<file path="src/rtl/sha1_pkg.sv">
// Shared SHA-1 constants, padder state encoding and the word padding helper
// used by the message padder.
package sha1_pkg;

  localparam int SHA1_BLOCK_W          = 512;
  localparam int SHA1_WORD_W           = 32;
  localparam int SHA1_BLOCK_WORDS      = SHA1_BLOCK_W / SHA1_WORD_W;
  localparam logic [7:0] SHA1_PAD_BYTE = 8'h80;
  localparam int SHA1_LEN_OFFSET_BYTES = 56;

  localparam logic [SHA1_WORD_W-1:0] SHA1_PAD_WORD = {SHA1_PAD_BYTE, 24'h000000};

  typedef enum logic [2:0] {
    ST_FILL,
    ST_ISSUE,
    ST_GUARD,
    ST_WAIT,
    ST_EXTRA
  } padder_state_t;

  // Keep bytes [0..nbytes-1] (byte 0 in bits [31:24]), place 0x80 in byte
  // nbytes when the word is not full, and zero everything after it.
  function automatic logic [SHA1_WORD_W-1:0] sha1_pad_word(
    input logic [SHA1_WORD_W-1:0] data,
    input logic [2:0]             nbytes
  );
    logic [SHA1_WORD_W-1:0] w;
    w = '0;
    for (int b = 0; b < 4; b++) begin
      if (b < int'(nbytes)) begin
        w[31-8*b -: 8] = data[31-8*b -: 8];
      end else if (b == int'(nbytes)) begin
        w[31-8*b -: 8] = SHA1_PAD_BYTE;
      end
    end
    return w;
  endfunction

endpackage

</file>
<file path="src/rtl/sha1_msg_padder.sv">
// Assembles a 32-bit big-endian word stream into padded 512-bit SHA-1 blocks
// and hands them to sha1_core with init/next pulses paced by core_ready.
module sha1_msg_padder
  import sha1_pkg::*;
#(
  parameter int LEN_W = 64
) (
  input  logic         clk,
  input  logic         reset_n,
  input  logic         in_valid,
  output logic         in_ready,
  input  logic [31:0]  in_data,
  input  logic         in_last,
  input  logic [2:0]   in_bytes,
  output logic         core_init,
  output logic         core_next,
  output logic [511:0] core_block,
  input  logic         core_ready,
  output logic         msg_done
);

  padder_state_t state_q, state_d;

  // Word i of the block lives in element 15-i so the packed vector matches
  // the core's layout (word 0 in the top 32 bits).
  logic [SHA1_BLOCK_WORDS-1:0][SHA1_WORD_W-1:0] blk_q;

  logic [3:0]       idx_q;
  logic [LEN_W-1:0] len_q;
  logic [LEN_W-1:0] len_inc;
  logic             first_q;
  logic             final_q;
  logic             extra_pending_q;
  logic             extra_pad_q;

  logic [3:0]       slot;
  logic             fits;
  logic             xfer;

  function automatic logic [63:0] len_field(input logic [LEN_W-1:0] l);
    logic [63:0] f;
    f = '0;
    f[LEN_W-1:0] = l;
    return f;
  endfunction

  assign slot    = ~idx_q;
  assign len_inc = len_q + LEN_W'({in_bytes, 3'b000});
  // The 0x80 byte must end at or before byte 56 for the length to share
  // this block; otherwise a trailing length-only block follows.
  assign fits    = (4 * int'(idx_q) + int'(in_bytes) + 1) <= SHA1_LEN_OFFSET_BYTES;
  assign xfer    = (state_q == ST_FILL) && in_valid;

  assign core_block = blk_q;

  always_ff @(posedge clk or negedge reset_n) begin
    if (!reset_n) begin
      state_q <= ST_FILL;
    end else begin
      state_q <= state_d;
    end
  end

  always_comb begin
    state_d   = state_q;
    in_ready  = 1'b0;
    core_init = 1'b0;
    core_next = 1'b0;
    msg_done  = 1'b0;
    case (state_q)
      ST_FILL: begin
        in_ready = 1'b1;
        if (in_valid && (in_last || idx_q == 4'd15)) begin
          state_d = ST_ISSUE;
        end
      end
      ST_ISSUE, ST_EXTRA: begin
        if (core_ready) begin
          core_init = first_q;
          core_next = !first_q;
          state_d   = ST_GUARD;
        end
      end
      // The core may still report ready in the cycle after a pulse.
      ST_GUARD: begin
        state_d = ST_WAIT;
      end
      ST_WAIT: begin
        if (core_ready) begin
          if (extra_pending_q) begin
            state_d = ST_EXTRA;
          end else begin
            msg_done = final_q;
            state_d  = ST_FILL;
          end
        end
      end
      default: begin
        state_d = ST_FILL;
      end
    endcase
  end

  always_ff @(posedge clk or negedge reset_n) begin
    if (!reset_n) begin
      blk_q           <= '0;
      idx_q           <= '0;
      len_q           <= '0;
      first_q         <= 1'b1;
      final_q         <= 1'b0;
      extra_pending_q <= 1'b0;
      extra_pad_q     <= 1'b0;
    end else begin
      case (state_q)
        ST_FILL: begin
          if (xfer) begin
            blk_q[slot] <= sha1_pad_word(in_data, in_bytes);
            len_q       <= len_inc;
            idx_q       <= idx_q + 4'd1;
            if (in_last) begin
              if (in_bytes == 3'd4 && idx_q != 4'd15) begin
                blk_q[slot - 4'd1] <= SHA1_PAD_WORD;
              end
              if (fits) begin
                {blk_q[1], blk_q[0]} <= len_field(len_inc);
              end
              final_q         <= fits;
              extra_pending_q <= !fits;
              extra_pad_q     <= (in_bytes == 3'd4) && (idx_q == 4'd15);
            end else begin
              final_q <= 1'b0;
            end
          end
        end
        ST_ISSUE, ST_EXTRA: begin
          if (core_ready) begin
            first_q <= 1'b0;
          end
        end
        ST_WAIT: begin
          if (core_ready) begin
            blk_q <= '0;
            if (extra_pending_q) begin
              blk_q[15]            <= extra_pad_q ? SHA1_PAD_WORD : '0;
              {blk_q[1], blk_q[0]} <= len_field(len_q);
              extra_pending_q      <= 1'b0;
              final_q              <= 1'b1;
            end else if (final_q) begin
              len_q   <= '0;
              idx_q   <= '0;
              first_q <= 1'b1;
            end else begin
              idx_q <= '0;
            end
          end
        end
        default: begin
        end
      endcase
    end
  end

endmodule

</file>
<file path="config.mk">
export PLATFORM = sky130hd
export DESIGN_NAME = sha1_msg_padder
export DESIGN_NICKNAME = d
export VERILOG_FILES = /design/src/rtl/sha1_pkg.sv /design/src/rtl/sha1_msg_padder.sv
export SDC_FILE = /design/constraint.sdc
export NUM_CORES = 1
export LEC_CHECK = 0
export ABC_AREA = 1
export BUFFER_PORTS_ARGS = -buffer_cell sky130_fd_sc_hd__buf_2
export CAP_MARGIN = 20
export CORE_UTILIZATION = 31
export CTS_BUF_LIST = sky130_fd_sc_hd__clkbuf_2 sky130_fd_sc_hd__clkbuf_4 sky130_fd_sc_hd__clkbuf_8
export DETAILED_ROUTE_END_ITERATION = 7
export REMOVE_ABC_BUFFERS = 1
export SLEW_MARGIN = 10
export SYNTH_ARGS = -nofsm -noshare
export SYNTH_HDL_FRONTEND = slang
export SYNTH_SLANG_ARGS = --single-unit
</file>
<file path="constraint.sdc">
create_clock -name clk -period 2.4 [get_ports clk]
set_input_delay 0.36 -clock clk [delete_from_list [all_inputs] [get_ports clk]]
set_output_delay 0.36 -clock clk [all_outputs]
set_load 0.03 [all_outputs]
</file>
==> flow_metrics.env <==
export IMPL_netlist_area_um2=27970
export IMPL_design_area_um2=36070
export IMPL_required_ps=2040
export IMPL_period_share=1.009
export IMPL_cpMaxStageDelayCell="dfrtp_1"
export IMPL_grt_overflow=0
export IMPL_num_io_pins=556
export IMPL_final_antenna_net_count=0
export IMPL_avgRoutedWirePerCell_um=23.67
export IMPL_grtUsageMet3=0.05437
export IMPL_critPathTopFamily="buffers and inverters"
export IMPL_yosys_area_top_type="dfrtp_1"
export IMPL_max_stage_delay_ps=400
export IMPL_critPathCaptureType="primary output"
export IMPL_fp_dieH_um=302.4
export IMPL_die_w_um=302.4
export IMPL_dp_hpwl_um=84530
export IMPL_max_freq_mhz=413.0
export IMPL_slew_viol_final=0
export IMPL_filler_cell_count=9040
export IMPL_r2r_setup_slack_ps=190
export IMPL_ys_flop_type="dfrtp_1"
export IMPL_start_kind="flop"
export IMPL_top_usage_layer="met2"
export IMPL_grt_pass1_wl_um=169800
export IMPL_ir_worst_vdd_mv=0.6568
export IMPL_grt_antenna_before_repair=10
export IMPL_dp_cells=4835
export IMPL_status="finished with violations"
export IMPL_clock_skew_ps=43.92
export IMPL_wl_um=119400
export IMPL_firstDrtPassIters=7
export IMPL_ys_warn_count=0
export IMPL_cts_tree="built"
export IMPL_final_cells=5043
export IMPL_synth_fa_ha_area_frac=0.005637
export IMPL_async_flop_share=1.000
export IMPL_netlist_area_leader_share=0.5216
export IMPL_drv_cap=0
export IMPL_worstMarginPinSlew_ps=591.2
export IMPL_drt_first_iter_violations=2525
export IMPL_cts_sinks=584
export IMPL_drc_errors=0
export IMPL_vias=25740
export IMPL_synth_common_cells="nor2_1, dfrtp_1, nand2_1"
export IMPL_place_gp_congestion=0.9632
export IMPL_fin_crit_ps=2421
export IMPL_area_growth_pct=28.95
export IMPL_initial_utilization=0.3145
export IMPL_cts_buffers=104
export IMPL_crit_chain="inv_1 > a21oi_1 > a211oi_2 > buf_4 > nand2_4 > nor2_4 > buf_6"
export IMPL_synth_area_leaders="dfrtp_1, nor2_1, nand2_1"
export IMPL_grt_pass1_vias=24480
export IMPL_syn_area_per_cell_um2=8.871
export IMPL_clock_latency_ps=760
export IMPL_grtUsageMet1=0.3363
export IMPL_drive_gt1_frac=0.3128
export IMPL_synthSimpleGateAreaFrac=0.1981
export IMPL_synth_distinct_cells=47
export IMPL_track_usage=0.2539
export IMPL_cts_clk_slew_worst_paths_ps=60
export IMPL_ys_seq_area_frac=0.5225
export IMPL_num_rows=109
export IMPL_placed_area_um2=33450
export IMPL_htree_levels=3
export IMPL_synth_compound_area_frac=0.2000
export IMPL_crit_buf_inv=3
export IMPL_clk_path_buf_depth=3
export IMPL_yosys_cell_count_top_type="nor2_1"
export IMPL_cellLeakagePower_nw=16.99
export IMPL_setup_slack_ps=-21.07
export IMPL_muxShareOfSynthArea=0
export IMPL_dieArea_um2=91430
export IMPL_arrival_ps=2060
export IMPL_hold_viol=0
export IMPL_grt_max_degree=91
export IMPL_vias_per_cell=5.104
export IMPL_core_um2=88920
export IMPL_synth_top_family_by_area="compound AO/OA/AOI/OAI gates"
export IMPL_slew_limit_headroom=0.6058
export IMPL_rsz0062_at_grt="true"
export IMPL_violations="negative setup slack"
export IMPL_root_buffer="clkbuf_8"
export IMPL_gr_usage_met2=0.4036
export IMPL_hold_class="in2reg"
export IMPL_path_max_fanout=3
export IMPL_power_density_nw_per_um2=1434
export IMPL_finalNetCount=3838
export IMPL_power_mw=51.73
export IMPL_netlist_instances=3153
export IMPL_synth_seq_cells=584
export IMPL_setup_violations=2
export IMPL_synth_edf_count=0
export IMPL_synth_xor_area_frac=0.007515
export IMPL_worst_setup_path_type="reg2out"
export IMPL_port_buffers=555
[sequential cells by signal, summed over array words and instances (netlist names)]
signal           count
core_block         512
extra_pad_q          1
first_q              1
final_q              1
extra_pending_q      1
len_q               61
idx_q                4
state_q              3
[placed cells by master, fill, tap and decap left out, types with 12 or more instances in the layout]
master / n
nor2_1: 584
clkinv_2: 12
nor2_2: 13
nand4_1: 31
nor3_1: 12
nand3_1: 104
xor2_1: 24
dfrtp_1: 583
a211oi_2: 158
inv_1: 180
buf_4: 128
or2_2: 21
clkbuf_8: 134
o21ai_0: 245
nand2_2: 28
nand2_1: 536
inv_2: 15
buf_2: 551
o211ai_1: 30
nor2_4: 14
a21oi_1: 68
buf_12: 60
a211oi_1: 184
clkbuf_4: 37
[per-stage QoR]
stage / setup slack, ps / hold slack [ps] / utilization / setup TNS, ps
6_report: -21.07 / 63.78 / 0.4056 / -21.23
2_1_floorplan: -2456 / 64.41 / - / -989810
4_1_cts: -75.41 / 10.02 / 0.4041 / -183.3
5_1_grt: -98.39 / 46.35 / 0.4055 / -254.7
3_5_place_dp: -36.96 / 347.8 / 0.3762 / -75.31
3_3_place_gp: -56.87 / 346.3 / 0.3762 / -131.1
[path summary, 6_finish.rpt]
check | endpoint | depth (start not counted) | from
min in group asynchronous | core_block[310] | 2 | reset_n
worst min register to register | core_block[1] | 2 | core_block[1]
worst max register to register | core_block[50] | 11 | len_q[5]
max in group asynchronous | core_block[451] | 3 | reset_n
worst max-delay path | core_next | 7 | state_q[0]
worst min-delay path | core_block[161] | 3 | in_data[1]
[power breakdown]
group	internal (mW)	switching (mW)
combinational	7.63	16.9
sequential	13.8	2.88
clock	5.95	4.57
[worst reg2reg max path, stage by stage, from the launching register on]
cell and delay (ps):
dfrtp_1 400, ha_1 350, nand3_1 90, nand2_1 220
nand2_1 160, nor2_1 300, buf_4 180, nand3_1 80
nand2_1 80, nand2_1 70, a21oi_1 130, nor2_1 50
[timing repair]
item / 4_1_cts / 5_1_grt
endpoints found under the setup margin: 3 / 36
gates resized for setup: 17 / 18
pin swaps: 5 / 3
hold endpoints to repair: 75 / 0
cloned: 0 / 2
hold buffers: 4 / 0
buffers inserted: 3 / 1
[final cells by class]
class	instances	area [um^2]	share of cell area
diodes	6	15.01	0.0004163
clock buffers	171	2122	0.05884
clock inverters	21	239.0	0.006626
inverters	198	745.7	0.02068
multi-input cells	2145	11750	0.3258
flip-flops and latches	584	14620	0.4052
well taps	1165	1458	0.04042
repair buffers	753	5120	0.1420
[per-layer routing]
layer | wire [um] | up-vias
met1 | 50600 | 12610
li1 | - | 11850
met5 | 60 | -
met2 | 55080 | 1064
met3 | 9228 | 200
met4 | 4418 | 8
[cell families after synthesis]
logic type	count (synthesis)
simple gates	1360
compound gates	749
flops	584
buf+inv	424
xor+xnor	24
fa+ha+maj	12
(Power assumes the default switching activity.)
